File: config.mk
export PLATFORM = sky130hd
export DESIGN_NAME = estagio_write_back
export DESIGN_NICKNAME = d
export VERILOG_FILES = /design/src/rtl/wb_pkg.sv /design/src/rtl/wb_mux_n.sv /design/src/rtl/estagio_write_back.sv
export SDC_FILE = /design/constraint.sdc
export NUM_CORES = 1
export LEC_CHECK = 0
export CORE_MARGIN = 1
export CORE_UTILIZATION = 35
export CTS_BUF_LIST = sky130_fd_sc_hd__clkbuf_8
export DETAILED_ROUTE_END_ITERATION = 12
export GPL_TIMING_DRIVEN = 0
export PLACE_DENSITY_LB_ADDON = 0.3
export SLEW_MARGIN = 5
export SYNTH_ARGS = -nofsm -noshare
export SYNTH_HDL_FRONTEND = slang
export SYNTH_SLANG_ARGS = --single-unit
File: constraint.sdc
create_clock -name Clock -period 1.28 [get_ports Clock]
set_input_delay 0.256 -clock Clock [delete_from_list [all_inputs] [get_ports Clock]]
set_output_delay 0.256 -clock Clock [all_outputs]
set_load 0.01 [all_outputs]
File: src/rtl/wb_pkg.sv
// Shared types and source-index constants for the write-back stage.
package wb_pkg;

  typedef enum logic {
    IDLE      = 1'b0,
    ESPERA_ES = 1'b1
  } wb_state_t;

  localparam int SRC_ULA = 0;
  localparam int SRC_MEM = 1;
  localparam int SRC_PC4 = 2;
  localparam int SRC_ES  = 3;

endpackage

File: src/rtl/wb_mux_n.sv
// N-way result selector; any selector value with no matching source falls back to source 0.
module wb_mux_n #(
  parameter int DATA_W = 32,
  parameter int N_SRC  = 4,
  parameter int SEL_W  = $clog2(N_SRC)
) (
  input  logic [SEL_W-1:0]        sel,
  input  logic [N_SRC*DATA_W-1:0] src,
  output logic [DATA_W-1:0]       y
);

  // NOTE: y gets a default before the loop so no path leaves it unassigned (no latch).
  always_comb begin
    y = src[DATA_W-1:0];
    for (int i = 1; i < N_SRC; i++) begin
      if (sel == SEL_W'(i)) y = src[i*DATA_W +: DATA_W];
    end
  end

endmodule

File: src/rtl/estagio_write_back.sv
// Registered write-back stage with I/O request/valid handshake and pipeline stall.
// Optional I/O wait timeout is enabled by defining WB_TIMEOUT_EN.
module estagio_write_back
  import wb_pkg::*;
#(
  parameter int DATA_W      = 32,
  parameter int N_SRC       = 4,
  parameter int SEL_W       = $clog2(N_SRC),
  parameter int ADDR_W      = 5,
  parameter int IO_SRC      = SRC_ES,
  parameter int TIMEOUT_CYC = 1024
) (
  input  logic                    Clock,
  input  logic                    Reset_n,
  input  logic                    Valid_In,
  input  logic [SEL_W-1:0]        Seletor,
  input  logic [N_SRC*DATA_W-1:0] Fontes,
  input  logic                    Escreve_Reg_In,
  input  logic [ADDR_W-1:0]       End_Reg_In,
  input  logic                    ES_Valido,
  output logic                    ES_Req,
  output logic                    Stall,
  output logic [DATA_W-1:0]       W_Data,
  output logic [ADDR_W-1:0]       W_Addr,
  output logic                    W_En,
  output logic                    Erro_Timeout
);

  localparam logic [SEL_W-1:0] IO_SEL = SEL_W'(IO_SRC);

  wb_state_t          state, state_next;
  logic [DATA_W-1:0]  sel_data;
  logic [ADDR_W-1:0]  lat_addr;
  logic               lat_en;
  logic               timeout_hit;

  logic               wr, latch, req_next, wr_en_raw;
  logic [DATA_W-1:0]  wr_data;
  logic [ADDR_W-1:0]  wr_addr;

  wb_mux_n #(
    .DATA_W (DATA_W),
    .N_SRC  (N_SRC),
    .SEL_W  (SEL_W)
  ) u_mux (
    .sel (Seletor),
    .src (Fontes),
    .y   (sel_data)
  );

  // Only a wait cycle without valid data freezes upstream; reset forces IDLE so this drops at once.
  assign Stall = (state == ESPERA_ES) && !ES_Valido;

  always_comb begin
    state_next = state;
    wr         = 1'b0;
    latch      = 1'b0;
    req_next   = ES_Req;
    wr_data    = sel_data;
    wr_addr    = End_Reg_In;
    wr_en_raw  = Escreve_Reg_In;
    case (state)
      IDLE: begin
        if (Valid_In) begin
          if (Seletor == IO_SEL) begin
            state_next = ESPERA_ES;
            latch      = 1'b1;
            req_next   = 1'b1;
          end else begin
            wr = 1'b1;
          end
        end
      end
      ESPERA_ES: begin
        wr_addr   = lat_addr;
        wr_en_raw = lat_en;
        // Valid data takes priority over a timeout landing on the same cycle.
        if (ES_Valido) begin
          wr         = 1'b1;
          wr_data    = Fontes[IO_SRC*DATA_W +: DATA_W];
          req_next   = 1'b0;
          state_next = IDLE;
        end else if (timeout_hit) begin
          wr         = 1'b1;
          wr_data    = '0;
          req_next   = 1'b0;
          state_next = IDLE;
        end
      end
      default: state_next = IDLE;
    endcase
  end

  // NOTE: sequential state uses non-blocking assignments so every register samples pre-edge values.
  always_ff @(posedge Clock or negedge Reset_n) begin
    if (!Reset_n) begin
      state    <= IDLE;
      ES_Req   <= 1'b0;
      W_Data   <= '0;
      W_Addr   <= '0;
      W_En     <= 1'b0;
      lat_addr <= '0;
      lat_en   <= 1'b0;
    end else begin
      state  <= state_next;
      ES_Req <= req_next;
      W_En   <= wr && wr_en_raw && (wr_addr != '0);
      if (wr) begin
        W_Data <= wr_data;
        W_Addr <= wr_addr;
      end
      if (latch) begin
        lat_addr <= End_Reg_In;
        lat_en   <= Escreve_Reg_In;
      end
    end
  end

`ifdef WB_TIMEOUT_EN
  localparam int CNT_W = (TIMEOUT_CYC > 2) ? $clog2(TIMEOUT_CYC) : 1;

  logic [CNT_W-1:0] wait_cnt;

  // Held at zero outside the wait state, so it starts from zero on every entry.
  always_ff @(posedge Clock or negedge Reset_n) begin
    if (!Reset_n) begin
      wait_cnt <= '0;
    end else if (state != ESPERA_ES) begin
      wait_cnt <= '0;
    end else begin
      wait_cnt <= wait_cnt + 1'b1;
    end
  end

  assign timeout_hit = (state == ESPERA_ES) && (wait_cnt == CNT_W'(TIMEOUT_CYC - 1));

  always_ff @(posedge Clock or negedge Reset_n) begin
    if (!Reset_n) begin
      Erro_Timeout <= 1'b0;
    end else if (timeout_hit && !ES_Valido) begin
      Erro_Timeout <= 1'b1;
    end
  end
`else
  assign timeout_hit  = 1'b0;
  assign Erro_Timeout = 1'b0;
`endif

endmodule
==> flow_summary.ini, run 1 <==
[status]
status = complete, but fails checks
violations = negative setup slack

[synth]
yosys.area_share.simple_pct = 17.32
synth_area_um2 = 3027
syn_nets = 451
synthAdderAreaFrac_pct = 0
muxShareOfSynthArea_pct = 12.94
synth_compound_area_share_pct = 24.89
synth_xor_xnor_area_share_pct = 0
syn_inst = 311
synth-seq-cells = 46
yosysSeqAreaShare_pct = 38.03
synth_top_family_by_area = compound AO/OA/AOI/OAI gates
yosysUniqueCellTypes = 30
yosysWarnings = 0
avgSynthCellArea_um2 = 9.732

[sta]
rsz0062_at_grt = yes
setup_viol = 45
period_needed_ns = 1.449
tns_ns = -4.810
finalWorstSetupSlack_ns = -0.1687
hold_viol = 0
fmax_mhz = 690.3
period_share_pct = 113.2
maxSlewHeadroom_pct = 62.54
finClkSkew_ns = 0.01254
hold_ws_ns = 0.4697
drv_slew = 0
max_slew.worst_pin.slew_ns = 0.5620

[placed_design]
pre_cts_slack_ns = -0.7779
dp_hpwl_mm = 8.228
port_buffers = 179
gp_congestion = 0.8823
placed_area_um2 = 5036

[clock_tree]
clk_path_buf_depth = 2
cts_tree = built
cts-root-buf = clkbuf_8
cts_num_sinks = 46
cts_inserted_buffers = 5
h-tree-depth = 2
cts.clk_slew.worst_paths_ns = 0.09
clkLatencyLatePin_ns = 0.30

[grt]
grt_pass1_vias = 3292
grt_max_degree = 25
grt-ovfl-total = 0
grt_pass1_wl_mm = 16.99
grt.total_usage_pct = 24.78
antenna_found_initial = 0

[die]
core_um2 = 8299
die_height_um = 94.99
die_x_um = 94.99
std_cell_rows = 33
pin_count = 181
dieArea_um2 = 9023
initial_core_util_pct = 36.47

[routing]
drtIter0Drc = 132
top_layer_used = met4
vias = 3415
route.met2.wl_mm = 5.734
drc = 0
wl_mm = 11.64
viasPerCell = 5.482
drt_first_pass_iters = 4
wl_per_cell_um = 18.68
wl_met1_mm = 4.970
route.met3.wl_um = 709
postRouteAntennaNets = 0

[layout]
multiInputGateArea_um2 = 1972
syn2layout_area_growth_pct = 84.75
fillers = 696
layout-drive-gt1-share_pct = 27.80
fin_nets = 657
final_cell_area_um2 = 5592
ff_latch_area_um2 = 1151
n_antenna_cell = 0

[worst_setup_path]
cp.buffers_inverters = 1
crit_arrival_ns = 1.62
crit_fanout = 5
slowest_delay_ns = 0.54
worstPathRequired_ns = 1.45
path_delay_family = simple AND/OR/NAND/NOR gates
cp-end-kind = flop
path_class = flop to flop
worstPathCellList = buf_6 > or4_1 > o22ai_2 > a211oi_1
slowest_stage = or4_1
startpoint_type = flop

[power]
power_uw = 5145
ir_drop_mv = 0.6317
p_leak_uw = 0.002232
powerDensity_nw_per_um2 = 920.1

[run]
maxCapViolations = 0

[min_path]
min_path_type = input port to async pin
[placed cells by master (no fill, tap or decap), drive strengths merged, types with 2 or more instances in the layout]
master         count
dlygate4sd2       37
clkinv             2
mux2              33
clkdlybuf4s15      4
nand2             43
a211oi            34
nor2b             14
a41oi             19
dfrtp             46
nand2b             3
o211ai            13
nand3             19
a21oi              3
mux2i              2
nor3              13
o41ai             13
and2b              2
buf               49
nor2              13
clkdlybuf4s50    135
and2               2
clkbuf            11
[final timing paths]
| kind | start | to | slack (ns) | cells after the start |
|---|---|---|---|---|
| worst max-delay path | state$_DFF_PN0_ | W_En$_DFF_PN0_ | -0.17 | 4 |
| worst min-delay path | Reset_n | lat_addr[0]$_DFFE_PN0P_ | 0.47 | 2 |
| worst max register to register | state$_DFF_PN0_ | W_En$_DFF_PN0_ | -0.17 | 4 |
| worst min register to register | ES_Req$_DFFE_PN0P_ | ES_Req$_DFFE_PN0P_ | 0.49 | 2 |
| max in group asynchronous | Reset_n | W_Data[12]$_DFFE_PN0P_ | 0.27 | 3 |
| min in group Clock | ES_Req$_DFFE_PN0P_ | ES_Req$_DFFE_PN0P_ | 0.49 | 2 |
[per-layer routing]
layer | up-vias | global-route usage, %
met2 | 131 | 41.97
li1 | 1577 | -
met5 | - | 0
met4 | 0 | 7.323
met3 | 18 | 4.187
met1 | 1689 | 32.23
[flip-flops by register name (all words and copies together) (netlist names)]
register / flops
W_Data: 32
state: 1
lat_addr: 5
ES_Req: 1
W_Addr: 5
W_En: 1
lat_en: 1
[cell usage after synthesis]
cell / number / area share (%)
dfrtp_1: 46 / 38
nand2_1: 42 / 5.2
a211oi_1: 34 / 8.4
mux2_2: 33 / 12
a41oi_1: 19 / 5.5
nand3_1: 19 / 3.1
nor2b_1: 14 / 2.9
nor2_1: 13 / 1.6
nor3_1: 13 / 2.1
o211ai_1: 13 / 3.2
buf_2: 12 / 2.0
buf_4: 11 / 2.7
o41ai_2: 9 / 4.8
clkbuf_1: 7 / 0.87
o41ai_1: 4 / 1.2
buf_6: 3 / 1.1
nand2b_1: 3 / 0.62
and2_1: 2 / 0.41
and2b_1: 2 / 0.50
mux2i_1: 2 / 0.66
a21o_1: 1 / 0.25
a21oi_1: 1 / 0.17
a21oi_2: 1 / 0.29
a21oi_4: 1 / 0.54
conb_1: 1 / 0.12
nand2_2: 1 / 0.21
o21ai_2: 1 / 0.29
o22ai_1: 1 / 0.21
or4_1: 1 / 0.25
or4b_2: 1 / 0.33
[layout make-up]
| cell class | instances | share of cell area, % |
|---|---|---|
| plain buffers | 32 | 5.505 |
| clock inverters | 3 | 0.3133 |
| clock buffers | 5 | 1.231 |
| multi-input cells | 232 | 35.27 |
| flip-flops and latches | 46 | 20.59 |
| well taps | 105 | 2.350 |
| repair buffers | 200 | 34.75 |
[power breakdown]
part | internal, µW | switching [µW]
Combinational | 1330 | 989
Clock | 378 | 494
Sequential | 1770 | 188
[through the flow]
step / utilization (%) / instances
floorplan: - / 311
global route: 67.38 / 623
detailed placement: 60.68 / 596
finish: 67.38 / 623
CTS: 64.75 / 617
global placement: 60.50 / 595
[logic make-up after synthesis]
kind of cell / Yosys count
AOI/OAI and AO/OA: 85
buffers and inverters: 33
DFF: 46
muxes: 35
other: 1
and+or+nand+nor: 111
[what timing repair did]
item,CTS,global route
hold buffers,1,0
buffers inserted,9,6
cloned,3,1
gates resized for setup,95,43
pin swaps,13,14
setup endpoints to repair,85,49
endpoints found under the hold margin,22,0
No activity file was read; power rests on OpenSTA's default activity.
==> run 2, diff against run 1 <==
- ABC_AREA: not set -> 1
- CORE_UTILIZATION: 35 -> 39
- clock period: 1.28 -> 1.5 ns (I/O delays scaled with it)
==> run 2 against run 1 <==
  * The flow now finishes without violations
  * Worst hold slack got worse by 0.17 ns
  * Combinational power fell by 26%
  * Clock power fell by 7.5%
  * Flip-flop and latch count did not move
  * Non-clock buffer count fell by 19
  * Worst setup slack improved by 0.23 ns
  * Largest cell class unchanged
==> flow_summary.ini, run 2 <==
[synth]
synth_area_um2 = 3077
synth_edf_count = 0
yosysWarnings = 0
synth-seq-cells = 46
synthTopCellsByCount = nand2_1 (137), nor2_1 (112), a21oi_1 (56), inv_1 (56), nand3_1 (54)
syn_nets = 648
yosys.area.top_type = dfrtp_1
synthFlopType = dfrtp_1
avgSynthCellArea_um2 = 6.056
synth_top_area_share_pct = 37.41
yosysUniqueCellTypes = 15
yosysMostFrequentCell = nand2_1
synthTopCellsByArea = dfrtp_1 (37%), nand2_1 (17%), nor2_1 (14%)
synthArstFlopShare_pct = 100.0
yosysSeqAreaShare_pct = 37.41
syn_inst = 508

[routing]
drtIter0Drc = 198
wl_mm = 10.74
drc = 0
postRouteAntennaNets = 0
drt_first_pass_iters = 7
wl_per_cell_um = 13.44
vias = 3861
viasPerCell = 4.832

[worst_setup_path]
path_class = flop to output pin
crit_fanout = 5
cp-end-kind = output pin
worstPathRequired_ns = 1.20
startpoint_type = flop
crit_arrival_ns = 1.14

[clock_tree]
cts_inserted_buffers = 5
cts_num_sinks = 46
clk_path_buf_depth = 2
cts_tree = built
h-tree-depth = 2
clkLatencyLatePin_ns = 0.30
cts.clk_slew.worst_paths_ns = 0.10
cts-root-buf = clkbuf_8

[placed_design]
port_buffers = 179
dp_hpwl_mm = 8.350
gp_congestion = 0.8434
pre_cts_slack_ns = -0.4787

[status]
status = finished, final reports clean

[sta]
hold_viol = 0
finClkSkew_ns = 0.01148
fmax_mhz = 696.8
finalWorstSetupSlack_ns = 0.06492
hold_ws_ns = 0.3015
period_needed_ns = 1.435
period_share_pct = 95.67
setup_viol = 0
drv_slew = 0

[layout]
layout-drive-gt1-share_pct = 6.887
largest_reg_flops = 32
layout_commonest_cell = clkdlybuf4s50_1
reg.largest.list = W_Data: 32 flops, W_Addr: 5 flops, lat_addr: 5 flops
top_register = W_Data
fin_nets = 836
syn2layout_area_growth_pct = 67.59
n_antenna_cell = 0
mostFrequentLayoutCells = clkdlybuf4s50_1 (135), nand2_1 (134), nor2_1 (112)
fillers = 726

[grt]
antenna_found_initial = 0
grt_max_degree = 35
grt_pass1_vias = 3562
grt_pass1_wl_mm = 16.90
grt-ovfl-total = 0
grt.total_usage_pct = 25.82

[die]
initial_core_util_pct = 40.02
die_x_um = 90.82
dieArea_um2 = 8248
die_height_um = 90.82
core_um2 = 7687
pin_count = 181
std_cell_rows = 32

[power]
ir_drop_mv = 0.4409
powerDensity_nw_per_um2 = 806.2
p_leak_uw = 0.002728

[min_path]
min_path_type = input port to flop

[run]
maxCapViolations = 0
-- run 2: cell types whose count changed in the layout (fill, tap and decap cells not counted), sizes merged, moves of 33 or more --
cell | before | now
a211oi | 34 | 0
a21oi | 3 | 56
inv | 1 | 58
mux2 | 33 | 0
nand2 | 43 | 137
nand3 | 19 | 54
nor2 | 13 | 112
-- run 2: final cells by class --
class | instances | area, µm² | area share (%)
timing repair buffer | 182 | 1808 | 35.06
multi-input combinational | 373 | 1578 | 30.60
sequential | 46 | 1151 | 22.32
inverter | 57 | 216.5 | 4.198
buffer | 31 | 181.4 | 3.519
tap | 102 | 127.6 | 2.475
clock buffer | 5 | 68.82 | 1.335
clock inverter | 3 | 25.02 | 0.4853
-- run 2: critical path, cell delays in order, from the launching register on --
cell and delay, ns:
dfrtp_1 0.41, inv_2 0.09, nor2_1 0.04, dlygate4sd2_1 0.28
-- run 2: stage by stage --
step,util [%],total power (µW),setup TNS (ns),cells,instance area (µm²)
6_report,67.07,4157,0,799,5156
5_1_grt,67.07,4421,-0.00001066,799,5156
4_1_cts,66.28,4180,0,799,5095
3_5_place_dp,65.19,3501,-17.68,790,5011
3_3_place_gp,64.99,3445,-71.62,789,4996
2_1_floorplan,-,2415,0,508,3077
-- run 2: cells by family after synthesis --
family | Yosys count | synth area share [%]
AND/OR/NAND/NOR | 303 | 39.16
buffers and inverters | 89 | 12.00
AO/OA/AOI/OAI | 69 | 11.31
flip-flops | 46 | 37.41
other | 1 | 0.1219
-- run 2: repair_timing --
| action | 4_1_cts | 5_1_grt |
|---|---|---|
| gates resized for setup | 43 | 31 |
| pin swaps | 0 | 0 |
| setup buffers | 1 | 0 |
| endpoints found under the hold margin | 12 | 0 |
| cloned | 0 | 0 |
| hold buffers | 1 | 0 |
| setup endpoints to repair | 74 | 47 |
-- run 2: layer usage --
metal / routed length, µm / global-route usage [%] / vias to the layer above
li1: - / - / 1947
met1: 4255 / 30.35 / 1726
met2: 5385 / 47.22 / 174
met3: 953 / 5.808 / 14
met4: 142 / 6.481 / 0
met5: 0 / 0 / -
-- run 2: final timing paths --
path	startpoint	endpoint	slack [ns]	cells past startpoint
min reg2reg	W_Data[0]$_DFFE_PN0P_	W_Data[0]$_DFFE_PN0P_	0.48	2
max reg2reg	state$_DFF_PN0_	W_En$_DFF_PN0_	0.06	6
max in group asynchronous	Reset_n	W_Data[5]$_DFFE_PN0P_	0.60	3
min in group asynchronous	Reset_n	lat_addr[3]$_DFFE_PN0P_	0.42	2
max	state$_DFF_PN0_	Stall	0.06	3
min	ES_Valido	state$_DFF_PN0_	0.30	2
-- run 2: power breakdown --
part	switching [µW]	internal [µW]
clock	470	337
combinational	830	873
sequential	139	1510
total	1440	2720
